==> src/rtl/alu_sequencer.sv <==
// alu_sequencer: multi-cycle fetch/execute control unit wrapped around a
// combinational 8-bit ALU. Holds pc, ir, acc, r0-r3, mdr and the carry/zero
// flags, and runs the program/data memory handshakes.
// Optional build macro: SEQ_TIMEOUT_EN enables a TMO-cycle handshake timeout
// that drops the request, raises err and halts. Without it err is always 0.
//
// state  | meaning
// IDLE   | after reset, waiting for start
// FETCH  | pm_rd high, waiting for pm_ack
// EXEC   | ir decoded, ALU result sampled at the end of the cycle
// MEM    | dm_req high, waiting for dm_ack
// WB     | load data in mdr presented on dm, acc/zf written back
// HALT   | halt instruction or timeout, waiting for start

module alu_sequencer #(
    parameter int TMO = 16
) (
    input  logic        clk,
    input  logic        rst_n,
    input  logic        start,
    output logic [7:0]  pm_addr,
    output logic        pm_rd,
    input  logic [15:0] pm_data,
    input  logic        pm_ack,
    output logic [7:0]  dm_addr,
    output logic        dm_req,
    output logic        dm_we,
    output logic [7:0]  dm_wdata,
    input  logic [7:0]  dm_rdata,
    input  logic        dm_ack,
    output logic [15:0] k,
    output logic [7:0]  x,
    output logic [7:0]  y,
    output logic        cf,
    output logic [7:0]  dm,
    input  logic [7:0]  q,
    input  logic        cl,
    input  logic        zl,
    output logic        busy,
    output logic        halted,
    output logic        err
);

    typedef enum logic [2:0] {
        S_IDLE,
        S_FETCH,
        S_EXEC,
        S_MEM,
        S_WB,
        S_HALT
    } state_t;

    state_t      state_q;
    logic [7:0]  pc_q;
    logic [15:0] ir_q;
    logic [7:0]  acc_q;
    logic [7:0]  rf_q [4];
    logic [7:0]  mdr_q;
    logic        cf_q;
    logic        zf_q;
    logic [7:0]  dm_addr_q;
    logic        dm_we_q;
    logic [7:0]  dm_wdata_q;
    logic        pm_rd_q;
    logic        dm_req_q;
    logic        busy_q;
    logic        halted_q;
    logic        err_q;
    logic        jump_taken_d;

`ifdef SEQ_TIMEOUT_EN
    localparam int CW = $clog2(TMO + 1);
    localparam logic [CW-1:0] TMO_LAST = CW'(TMO - 1);
    logic [CW-1:0] tmo_q;
`else
    logic unused_tmo;
    assign unused_tmo = ^TMO;
`endif

    // Jump condition from ir[9:8] against the current flags.
    always_comb begin
        jump_taken_d = 1'b0;
        case (ir_q[9:8])
            2'd0:    jump_taken_d = 1'b1;
            2'd1:    jump_taken_d = zf_q;
            2'd2:    jump_taken_d = cf_q;
            default: jump_taken_d = ~zf_q;
        endcase
    end

    // Sequencer: state, architectural registers and registered handshake outputs.
    always_ff @(posedge clk) begin
        if (!rst_n) begin
            state_q    <= S_IDLE;
            pc_q       <= '0;
            ir_q       <= '0;
            acc_q      <= '0;
            rf_q       <= '{default: '0};
            mdr_q      <= '0;
            cf_q       <= 1'b0;
            zf_q       <= 1'b0;
            dm_addr_q  <= '0;
            dm_we_q    <= 1'b0;
            dm_wdata_q <= '0;
            pm_rd_q    <= 1'b0;
            dm_req_q   <= 1'b0;
            busy_q     <= 1'b0;
            halted_q   <= 1'b0;
            err_q      <= 1'b0;
`ifdef SEQ_TIMEOUT_EN
            tmo_q      <= '0;
`endif
        end else begin
            case (state_q)
                S_IDLE, S_HALT: begin
                    if (start) begin
                        pc_q     <= '0;
                        err_q    <= 1'b0;
                        pm_rd_q  <= 1'b1;
                        busy_q   <= 1'b1;
                        halted_q <= 1'b0;
                        state_q  <= S_FETCH;
`ifdef SEQ_TIMEOUT_EN
                        tmo_q    <= '0;
`endif
                    end
                end
                S_FETCH: begin
                    if (pm_ack) begin
                        ir_q    <= pm_data;
                        pc_q    <= pc_q + 8'd1;
                        pm_rd_q <= 1'b0;
                        state_q <= S_EXEC;
`ifdef SEQ_TIMEOUT_EN
                        tmo_q   <= '0;
                    end else if (tmo_q == TMO_LAST) begin
                        pm_rd_q  <= 1'b0;
                        err_q    <= 1'b1;
                        busy_q   <= 1'b0;
                        halted_q <= 1'b1;
                        state_q  <= S_HALT;
                    end else begin
                        tmo_q <= tmo_q + 1'b1;
`endif
                    end
                end
                S_EXEC: begin
                    // Most opcodes return straight to FETCH; memory and halt override below.
                    state_q <= S_FETCH;
                    pm_rd_q <= 1'b1;
                    case (ir_q[15:12])
                        4'h0, 4'h1, 4'h2, 4'h3, 4'h4, 4'h5: begin
                            acc_q <= q;
                            cf_q  <= cl;
                            zf_q  <= zl;
                        end
                        4'h8: begin
                            if (ir_q[2:0] <= 3'd5) begin
                                acc_q <= q;
                                cf_q  <= cl;
                                zf_q  <= zl;
                            end
                        end
                        4'h9: begin
                            case (ir_q[1:0])
                                2'd0, 2'd1: begin
                                    acc_q <= q;
                                    cf_q  <= cl;
                                    zf_q  <= zl;
                                end
                                2'd2: begin
                                    acc_q <= q;
                                    zf_q  <= zl;
                                end
                                default: ;
                            endcase
                        end
                        4'hA: begin
                            dm_addr_q <= ir_q[11:4];
                            dm_we_q   <= ir_q[0];
                            if (ir_q[0]) begin
                                dm_wdata_q <= q;
                            end
                            pm_rd_q  <= 1'b0;
                            dm_req_q <= 1'b1;
                            state_q  <= S_MEM;
                        end
                        4'hB: begin
                            if (jump_taken_d) begin
                                pc_q <= ir_q[7:0];
                            end
                        end
                        4'hC: rf_q[ir_q[5:4]] <= acc_q;
                        4'hF: begin
                            pm_rd_q  <= 1'b0;
                            busy_q   <= 1'b0;
                            halted_q <= 1'b1;
                            state_q  <= S_HALT;
                        end
                        default: ;
                    endcase
                end
                S_MEM: begin
                    if (dm_ack) begin
                        dm_req_q <= 1'b0;
`ifdef SEQ_TIMEOUT_EN
                        tmo_q    <= '0;
`endif
                        if (dm_we_q) begin
                            pm_rd_q <= 1'b1;
                            state_q <= S_FETCH;
                        end else begin
                            mdr_q   <= dm_rdata;
                            state_q <= S_WB;
                        end
`ifdef SEQ_TIMEOUT_EN
                    end else if (tmo_q == TMO_LAST) begin
                        dm_req_q <= 1'b0;
                        err_q    <= 1'b1;
                        busy_q   <= 1'b0;
                        halted_q <= 1'b1;
                        state_q  <= S_HALT;
                    end else begin
                        tmo_q <= tmo_q + 1'b1;
`endif
                    end
                end
                S_WB: begin
                    // ALU passes dm (=mdr) through for a load; carry is left alone.
                    acc_q   <= q;
                    zf_q    <= zl;
                    pm_rd_q <= 1'b1;
                    state_q <= S_FETCH;
                end
                default: state_q <= S_IDLE;
            endcase
        end
    end

    assign pm_addr  = pc_q;
    assign pm_rd    = pm_rd_q;
    assign dm_addr  = dm_addr_q;
    assign dm_req   = dm_req_q;
    assign dm_we    = dm_we_q;
    assign dm_wdata = dm_wdata_q;
    assign k        = ir_q;
    assign x        = acc_q;
    assign y        = rf_q[ir_q[5:4]];
    assign cf       = cf_q;
    assign dm       = mdr_q;
    assign busy     = busy_q;
    assign halted   = halted_q;
    assign err      = err_q;

endmodule

==> config.mk <==
export PLATFORM = sky130hd
export DESIGN_NAME = alu_sequencer
export DESIGN_NICKNAME = d
export VERILOG_FILES = /design/src/rtl/alu_sequencer.sv
export SDC_FILE = /design/constraint.sdc
export NUM_CORES = 1
export LEC_CHECK = 0
export CORE_MARGIN = 4
export CORE_UTILIZATION = 49
export CTS_CLUSTER_DIAMETER = 150
export DETAILED_ROUTE_END_ITERATION = 10
export PLACE_DENSITY_LB_ADDON = 0.3
export SETUP_SLACK_MARGIN = 0.15
export SLEW_MARGIN = 40
export SYNTH_ARGS = -nofsm -noshare
export SYNTH_HDL_FRONTEND = slang
export SYNTH_SLANG_ARGS = --single-unit
==> constraint.sdc <==
create_clock -name clk -period 2.45 [get_ports clk]
set_input_delay 0.735 -clock clk [delete_from_list [all_inputs] [get_ports clk]]
set_output_delay 0.735 -clock clk [all_outputs]
set_load 0.005 [all_outputs]
After elaboration in Yosys (flattened, before gate mapping)
Cells that the tools add are included.

Memories kept: 0. Bits in latches: 0. Output and inout port bits: 71. RAM bits: 0. Bits in read-only memories: 0. Bits in registers: 98. Input port bits: 39. Logic and storage cells: 129.

Equality and inequality tests: 33. Reduce and logical (&&, ||, !) cells: 28. Shift-type cells: 0. $mul: 0. Mux-type cells: 43. $add $sub $neg: 1. Bitwise operators: 3. $lt $le $gt $ge: 3. Div/mod/pow operators: 0.

Operator list (count): 8-bit 2-to-1 mux (9); 8-bit case mux with 3 select lines (2); 32-bit bitwise mux (1); 4-bit equality test, second input constant (6); 8-bit binary-select mux with 2-bit select (1); 8-bit demux with 2-bit select (1); 2-bit inequality test, second input constant (8); 8-bit case mux with 2 select lines (1); 3-bit case mux with 5 select lines (1); 3-bit AND reduction (5); 1-bit 2-to-1 mux (14); 3-bit 2-to-1 mux (4); 5-bit AND reduction (2); 1-bit case mux with 3 select lines (3); 8-bit by 1-bit adder with 8-bit output, second input constant (1); 4-bit by 2-bit equality test with 1-bit output, second input constant (2); 4-bit by 3-bit equality test with 1-bit output, second input constant (2); 1-bit case mux with 2 select lines (4); 4-bit AND reduction (2); 3-bit by 2-bit equality test with 1-bit output, second input constant (2); 3-bit equality test, second input constant (2); 3-bit inequality test, second input constant (2); 3-bit case mux with 2 select lines (1); 2-bit AND reduction (3); 22 further kinds (32).

Logic depth before layout (Yosys ltp)
Gate-level depths: netlist of run 1.

Word-level depth: 6. Gate-level depth with buffers: 6. Gate-level depth less buffers: 5.

Worst setup path after synthesis of run 1
OpenSTA, ideal clock, no wires.

Path kind: reg2out. Start point: register ir_q[5], in the netlist k[5]. End point: output port y[3]. Required time: 1.715 ns. Cell stages (with the launch flop): 4. Path buffers: 2. Slack: 0.097 ns. Arrival time: 1.618 ns. Path through: dfxtp_1 -> clkbuf_1 -> clkbuf_1 -> mux4_2.

Longest elaborated chain between the ends: 4.

RTL lines: start, declared (line 55) `logic [15:0] ir_q;`; start signal, assigned (line 130) `ir_q <= pm_data;`; 2-bit NOT with 3-bit output (implied by the code) (line 248) `assign y = rf_q[ir_q[5:4]];`; 8-bit binary-select mux with 2-bit select (line 248); 8-bit 2-to-1 mux (implied by the code) (2 in series) (line 248); end, declared (line 33) `output logic [7:0] y,`.

No other way between the ends. The select of a mux whose other input is x is not followed.

Worst setup path in the final report of run 1
Ends and elaborated chain as after synthesis.

==> results of run 1 <==
-- critical path, delay by kind of cell, from the launching register on --
kind                   cells  cell delay, ps
multiplexers               1             500
flip-flops                 1             390
buffers and inverters      2             270
-- routing by layer --
layer	global-route usage	share of wire	vias to the layer above
met5	0	0	-
met2	0.3773	0.49	127
met3	0.07231	0.074	17
met1	0.2969	0.43	1808
li1	-	-	1842
met4	0.05930	0.014	0
-- logic make-up (layout without fill, tap and decap cells) --
kind of cell	after synthesis	count (layout)	share of synthesized area
adder cells (fa/ha/maj)	1	1	0.002914
buffers and inverters	41	160	0.03906
flip-flops	98	98	0.4570
XOR/XNOR	3	3	0.006122
AND/OR/NAND/NOR	174	174	0.1871
multiplexers	76	76	0.2005
AO/OA/AOI/OAI	66	66	0.1064
other	1	1	0.0008735
-- state kept, by name (all words and copies together) (netlist names) --
signal    cells
zf_q          1
halted        1
cf            1
state_q       3
dm_wdata      8
pm_rd         1
dm_req        1
busy          1
dm_addr       8
k            16
rf_q         32
x             8
dm_we         1
dm            8
pm_addr       8
-- through the flow --
step	hold slack, ps	area (µm²)	total power [µW]
after floorplan	431.5	4294	2236
after global placement	438.8	5594	2621
after detailed placement	450.7	5594	2634
after CTS	464.7	5826	3791
after global routing	474.5	5834	3956
final	461.3	5834	3779
-- synthesized netlist by cell type (2+ instances only) --
| cell type | n |
|---|---|
| dfxtp_1 | 98 |
| nand2_1 | 97 |
| mux2i_1 | 68 |
| nor2_1 | 35 |
| a21oi_1 | 29 |
| clkbuf_1 | 27 |
| mux4_2 | 8 |
| inv_1 | 7 |
| o32ai_1 | 7 |
| nand3b_1 | 6 |
| a221oi_1 | 5 |
| buf_2 | 5 |
| nand3_1 | 4 |
| nor2b_1 | 4 |
| and3_1 | 3 |
| nor3_1 | 3 |
| nor3b_1 | 3 |
| nor4_1 | 3 |
| o21ai_0 | 3 |
| a211oi_1 | 2 |
| a32oi_1 | 2 |
| a41o_1 | 2 |
| buf_4 | 2 |
| nand2b_1 | 2 |
| nand4b_1 | 2 |
| o311a_1 | 2 |
| o31ai_1 | 2 |
| or3b_2 | 2 |
| or4_1 | 2 |
| xnor2_1 | 2 |
-- path summary, 6_finish.rpt --
check,start,endpoint,slack (ps),cells past startpoint
max reg2reg,state_q[0],rf_q[8],350,5
min,rf_q[25],rf_q[25],460,2
min reg2reg,rf_q[25],rf_q[25],460,2
max,k[5],y[3],210,3
-- report_power, final --
group,internal [µW],switching (µW)
Combinational,434,418
Clock,605,554
Sequential,1680,91.1
-- timing repair --
item / in CTS / in global routing
cloned: 0 / 1
setup endpoints to repair: 8 / 9
endpoints found under the hold margin: 0 / 0
gates resized for setup: 10 / 18
setup buffers: 2 / 0
-- area by class of cell --
| type | instances | area share |
|---|---|---|
| Timing Repair Buffer | 138 | 0.2230 |
| Sequential cell | 98 | 0.3373 |
| Tap cell | 105 | 0.02252 |
| Inverter | 7 | 0.004504 |
| Multi-Input combinational cell | 321 | 0.3742 |
| Clock inverter | 5 | 0.01480 |
| Clock buffer | 10 | 0.02359 |
==> results_dict.tcl, run 1 <==
set metrics [dict create \
    nets 615 \
    path_cells "buf_12, mux4_2, clkbuf_2" \
    numCtsBuffers 9 \
    dpl_worst_slack_ps 113.3 \
    initial_core_util 0.5122 \
    status "complete, no violations" \
    yosysTopAreaCellShare 0.4570 \
    rows 33 \
    layout.cells.non_filler 684 \
    register_area_mm2 0.001968 \
    yosys.area.top_type "dfxtp_1" \
    netlist_area_mm2 0.004293 \
    yosys_warnings 0 \
    via_per_inst 5.547 \
    ys_seq_elements 98 \
    pin_count 110 \
    ys_async_sr_fraction 0 \
    synth_nets 500 \
    syn_to_final_growth_pct 35.91 \
    arrival_ps 1510 \
    post_drt_wl_per_cell_um 17.04 \
    antenna_found_initial 0 \
    drt_iter0_drc 172 \
    yosys_most_used_dff "dfxtp_1" \
    die-area_mm2 0.01032 \
    cap_violations 0 \
    ys_seq_area_frac 0.4570 \
    first_pass_iters 5 \
    vdd_drop_max_mv 0.4155 \
    setup-violations-final 0 \
    power.density_mw_per_mm2 647.7 \
    multi_input_comb_area_mm2 0.002183 \
    grt_pass1_wl_mm 18.75 \
    p_leak_uw 0.002171 \
    drive_gt1_frac 0.1278 \
    critPathKind "register to output port" \
    max_slew_margin 0.5870 \
    gp_congestion 0.8870 \
    worst_pin_slew_ps 619.5 \
    fp.coreArea_mm2 0.008382 \
    cts_htree_levels 3 \
    fin_util 0.6961 \
    tns_ps 0 \
    rsz0062_at_grt "true" \
    clock-sinks 98 \
    grt-ovfl-total 0 \
    fin_crit_sh 0.9151 \
    cts_max_path_buffers 2 \
    worstSetupStartpointType "register" \
    worstPathMaxFanout 5 \
    clk_pin_slew_ps 100 \
    critPathMaxStageDelay_ps 500 \
    die_h_um 101.6 \
    final-max-slew-violation-count 0 \
    die-width_um 101.6 \
    finalWorstSetupSlack_ps 207.9 \
    diodes 0 \
    period_minus_slack_ps 2242 \
    yosys-top-cells-area "dfxtp_1, mux2i_1, nand2_1" \
    io_buffer_count 108 \
    ant_nets 0 \
    tritoncts "done" \
    skew_ps 10.52 \
    vias 3794 \
    syn_area_per_cell_um2 9.332 \
    first_global_vias 3751 \
    final_common_cell "clkdlybuf4s50_1" \
    max_freq_mhz 446.0 \
    hold_violations 0 \
    worst_skew_pair.late_latency_ps 350 \
    dp_hpwl_mm 8.384 \
    cp_slowest_cell "mux4_2" \
    cp-end-kind "output port" \
    synth_edf_count 0 \
    dpl.cell_count 666 \
    fillers 668 \
    wirelength_mm 11.65 \
    hold_buffers 0 \
    drc 0 \
    ys_types 53 \
    netlist_instances 460 \
    min_path_type "register to register" \
    root_buffer "clkbuf_8" \
    final_cell_mix "clkdlybuf4s50_1, nand2_1, dfxtp_1, mux2i_1, nor2_1" \
    grt_usage 0.2306 \
    cp.required_ps 1710 \
    grt_start_max_net_pins 63 \
]
No activity file was read; power rests on OpenSTA's default activity.
==> run 2, diff against run 1 <==
--- a/config.mk
+++ b/config.mk
@@ -8,8 +8,11 @@
 export CORE_MARGIN = 4
 export CORE_UTILIZATION = 49
 export CTS_CLUSTER_DIAMETER = 150
+export CTS_CLUSTER_SIZE = 30
 export DETAILED_ROUTE_END_ITERATION = 10
+export HOLD_SLACK_MARGIN = 0.15
 export PLACE_DENSITY_LB_ADDON = 0.3
+export RECOVER_POWER = 100
 export SETUP_SLACK_MARGIN = 0.15
 export SLEW_MARGIN = 40
 export SYNTH_ARGS = -nofsm -noshare
==> run 2 against run 1 <==
Effect of this change:
- final cell count unchanged
- die area did not move
- register-to-register slack worse by 180 ps
- sequential share of layout area is 0.46 points higher
- via count is 0.45% lower
- worst setup slack worse by 35 ps
- total power shrank 1.4%
- critical path depth grew 2
- highest routed layer unchanged
==> results_dict.tcl, run 2 (synthesized netlist as in run 1, its figures left out) <==
set metrics [dict create \
    skew_ps 9.299 \
    final-max-slew-violation-count 0 \
    cts_max_path_buffers 2 \
    p_leak_uw 0.002305 \
    final_cell_mix "nand2_1, dfxtp_1, mux2i_1, dlygate4sd3_1, clkdlybuf4s50_1" \
    worstPathMaxFanout 5 \
    numCtsBuffers 9 \
    clk_pin_slew_ps 100 \
    nets 615 \
    ant_nets 0 \
    critPathKind "register to register" \
    post_drt_wl_per_cell_um 16.98 \
    wirelength_mm 11.62 \
    cap_violations 0 \
    min_path_type "register to register" \
    worstSetupStartpointType "register" \
    die_h_um 101.6 \
    pin_count 110 \
    grt_pass1_wl_mm 18.75 \
    first_global_vias 3751 \
    grt_start_max_net_pins 63 \
    fp.coreArea_mm2 0.008382 \
    grt-ovfl-total 0 \
    largest-register "rf_q" \
    antenna_found_initial 0 \
    rsz0062_at_grt "true" \
    cts_htree_levels 3 \
    gp_congestion 0.8870 \
    status "complete, no violations" \
    tritoncts "done" \
    multi_input_comb_area_mm2 0.002155 \
    drc 0 \
    fin_crit_sh 0.9293 \
    io_buffer_count 108 \
    vias 3777 \
    max_freq_mhz 439.2 \
    drt_iter0_drc 167 \
    largest_reg_flops 32 \
    rows 33 \
    worst_skew_pair.late_latency_ps 350 \
    cp_slowest_cell "or4_1" \
    register_area_mm2 0.001966 \
    critPathMaxStageDelay_ps 540 \
    clock-sinks 98 \
    max_slew_margin 0.5421 \
    die-width_um 101.6 \
    root_buffer "clkbuf_8" \
    die-area_mm2 0.01032 \
    via_per_inst 5.522 \
    power.density_mw_per_mm2 648.1 \
    period_minus_slack_ps 2277 \
    cp-end-kind "register" \
    drive_gt1_frac 0.09154 \
    hold_violations 0 \
    initial_core_util 0.5122 \
    fin_util 0.6859 \
    diodes 0 \
    arrival_ps 2560 \
    cp.required_ps 2730 \
    cp.buffers_inverters 1 \
    first_pass_iters 5 \
    critical-path-top-delay-family "simple AND/OR/NAND/NOR gates" \
    dp_hpwl_mm 8.384 \
    path_cells "or3b_1, or4_1, nor3b_1, clkbuf_1, mux2i_1" \
    tns_ps 0 \
    syn_to_final_growth_pct 33.93 \
    fillers 685 \
    worst_pin_slew_ps 679.6 \
    vdd_drop_max_mv 0.4154 \
    grt_usage 0.2306 \
    setup-violations-final 0 \
]
run 2: changes by cell type in the layout (fill, tap and decap cells not counted), sizes merged:
cell / delta
clkbuf: +14
clkdlybuf4s50: -61
buf: -14
dlygate4sd3: +61
run 2: stage by stage:
step	hold WS, ps	power, µW	setup slack [ps]	instance area [µm²]	cells
3_5_place_dp	450.7	2634	113.3	5594	666
6_report	461.1	3726	173.3	5749	684
2_1_floorplan	431.5	2236	242.5	4294	460
3_3_place_gp	438.8	2621	135.4	5594	666
5_1_grt	474.5	3902	85.01	5749	684
4_1_cts	464.7	3791	47.34	5826	683
run 2: worst paths after layout:
path	from	to	slack, ps	cells after the start
min reg2reg	rf_q[25]	rf_q[25]	460	2
max reg2reg	state_q[1]	rf_q[12]	170	5
min	rf_q[25]	rf_q[25]	460	2
max	state_q[1]	rf_q[12]	170	5
run 2: worst reg2reg max path: stages, from the launching register on:
cell and delay [ps]:
dfxtp_1 340, or3b_1 420, or4_1 540, nor3b_1 280, clkbuf_1 380, mux2i_1 250
run 2: layout make-up:
cell class                      count  area share
Clock buffer                       10     0.02394
Clock inverter                      5     0.01502
Inverter                            7    0.004570
Multi-Input combinational cell    321      0.3748
Sequential cell                    98      0.3419
Tap cell                          105     0.02285
Timing Repair Buffer              138      0.2170
run 2: layer usage:
| layer | wire length [µm] | global-route usage |
|---|---|---|
| met1 | 5059 | 0.2969 |
| met2 | 5599 | 0.3773 |
| met3 | 816 | 0.07231 |
| met4 | 142 | 0.05930 |
| met5 | 0 | 0 |
run 2: what timing repair did:
action,in CTS,in global routing
setup endpoints to repair,8,9
buffers inserted,2,0
gates cloned,0,1
resized for setup,10,18
hold buffers,0,0
run 2: power by group:
group | leakage [µW] | switching [µW] | internal (µW)
Sequential | 0.000793 | 87.5 | 1680
Combinational | 0.00141 | 412 | 389
Clock | 0.000107 | 557 | 605
==> run 3, diff against run 2 <==
--- a/config.mk
+++ b/config.mk
@@ -13,6 +13,7 @@
 export HOLD_SLACK_MARGIN = 0.15
 export PLACE_DENSITY_LB_ADDON = 0.3
 export RECOVER_POWER = 100
+export REMOVE_ABC_BUFFERS = 1
 export SETUP_SLACK_MARGIN = 0.15
 export SLEW_MARGIN = 40
 export SYNTH_ARGS = -nofsm -noshare
==> run 3 against run 2 <==
Effect of this change:
- core utilization up 0.090 points
- clock-buffer cell count down 1
- critical endpoint is now y[7]
- fmax down 0.57%
- worst setup slack worse by 13 ps
- cell area up 0.13%
==> results_dict.tcl, run 3 (synthesized netlist as in run 1, its figures left out) <==
set metrics [dict create \
    worstPathMaxFanout 4 \
    period_minus_slack_ps 2290 \
    setup-violations-final 0 \
    grt_usage 0.2285 \
    critPathMaxStageDelay_ps 540 \
    cts_htree_levels 3 \
    first_global_vias 3688 \
    fp.coreArea_mm2 0.008382 \
    vdd_drop_max_mv 0.3729 \
    gp_congestion 0.8775 \
    via_per_inst 5.541 \
    cp_slowest_cell "mux4_2" \
    post_drt_wl_per_cell_um 16.89 \
    final_cell_mix "dfxtp_1, nand2_1, mux2i_1, dlygate4sd3_1, clkdlybuf4s50_1" \
    hold_violations 0 \
    final_common_cell "dfxtp_1" \
    p_leak_uw 0.002314 \
    numCtsBuffers 9 \
    io_buffer_count 108 \
    total_power_uw 3569 \
    dpl_worst_slack_ps 164.1 \
    tritoncts "done" \
    cts_max_path_buffers 2 \
    grt-ovfl-total 0 \
    vias 3812 \
    syn_to_final_growth_pct 34.10 \
    finalWorstSetupSlack_ps 160.2 \
    antenna_found_initial 0 \
    worst_pin_slew_ps 690.1 \
    fillers 657 \
    drive_gt1_frac 0.1046 \
    register_area_mm2 0.001962 \
    pin_count 110 \
    diodes 0 \
    power.density_mw_per_mm2 619.9 \
    max_freq_mhz 436.7 \
    root_buffer "clkbuf_8" \
    path_cells "mux4_2, clkdlybuf4s15_1" \
    arrival_ps 1550 \
    worstSetupStartpointType "register" \
    cp.buffers_inverters 1 \
    tns_ps 0 \
    drt_iter0_drc 133 \
    critical-path-top-delay-family "multiplexers" \
    critPathKind "register to output port" \
    rsz0062_at_grt "false" \
    ant_nets 0 \
    multi_input_comb_area_mm2 0.002150 \
    die-area_mm2 0.01032 \
    cp-end-kind "output port" \
    drc 0 \
    die-width_um 101.6 \
    skew_ps 9.077 \
    cap_violations 0 \
    first_pass_iters 6 \
    final-max-slew-violation-count 0 \
    nets 618 \
    cp.required_ps 1710 \
    fin_crit_sh 0.9346 \
    grt_pass1_wl_mm 18.56 \
    clock-sinks 98 \
    worst_skew_pair.late_latency_ps 350 \
    die_h_um 101.6 \
    status "complete, no violations" \
    min_path_type "register to register" \
    largest_reg_flops 32 \
    grt_start_max_net_pins 42 \
    max_slew_margin 0.5399 \
    largest-register "rf_q" \
    clk_pin_slew_ps 100 \
    dp_hpwl_mm 8.387 \
    initial_core_util 0.5122 \
    wirelength_mm 11.62 \
    rows 33 \
]
==> run 3: changes by cell type in the layout (fill, tap and decap cells not counted), sizes merged <==
cell / previous run / this run
buf: 16 / 24
clkbuf: 32 / 26
clkinv: 0 / 5
bufinv: 2 / 0
clkdlybuf4s15: 0 / 1
clkdlybuf4s50: 37 / 38
clkinvlp: 2 / 1
dlygate4sd2: 1 / 0
dlymetal6s2s: 1 / 0
==> run 3: path summary, 6_finish.rpt <==
path,startpoint,cells past startpoint,slack [ps],endpoint
setup / recovery,k[4],2,160,y[7]
hold / removal,rf_q[9],2,460,rf_q[9]
setup reg to reg,k[12],4,320,pm_addr[4]
hold reg to reg,rf_q[9],2,460,rf_q[9]
==> run 3: layout make-up <==
cell class,count,share of cell area
Clock buffer,9,0.02152
Tap cell,105,0.02282
Inverter,7,0.004564
Multi-Input combinational cell,321,0.3734
Clock inverter,7,0.01152
Sequential cell,98,0.3408
Timing Repair Buffer,141,0.2254
==> run 3: report_power, final <==
group,leakage [µW],internal (µW),switching [µW]
clock,0.0000941,388,593
combinational,0.00143,405,421
sequential,0.000793,1680,84.9
==> run 3: worst min-delay path, delay by kind of cell, from the launching register on <==
kind	cells	cell delay, ps
and+or+nand+nor	1	50
DFF	1	320
muxes	1	50
==> run 3: metal layers <==
metal  track usage  up-vias  part of all wire
met5             0        -                 0
met4       0.07669        0             0.018
met3       0.05028       16             0.063
met2        0.3742      125              0.48
met1        0.2994     1820              0.43
li1              -     1851                 -
==> run 3: what timing repair did <==
item | in CTS | in global routing
pin swaps | 0 | 1
setup endpoints to repair | 10 | 10
resized for setup | 29 | 8
setup buffers | 2 | 5
hold buffers | 0 | 0
==> run 3: stage by stage <==
step,hold WS [ps],instance area [µm²],utilization,cells
after floorplan,431.5,4151,-,426
after global placement,439.2,5604,0.6686,665
after detailed placement,450.9,5604,0.6686,665
after CTS,466.4,5817,0.6940,683
after global routing,488.6,5757,0.6868,688
final,462.7,5757,0.6868,688
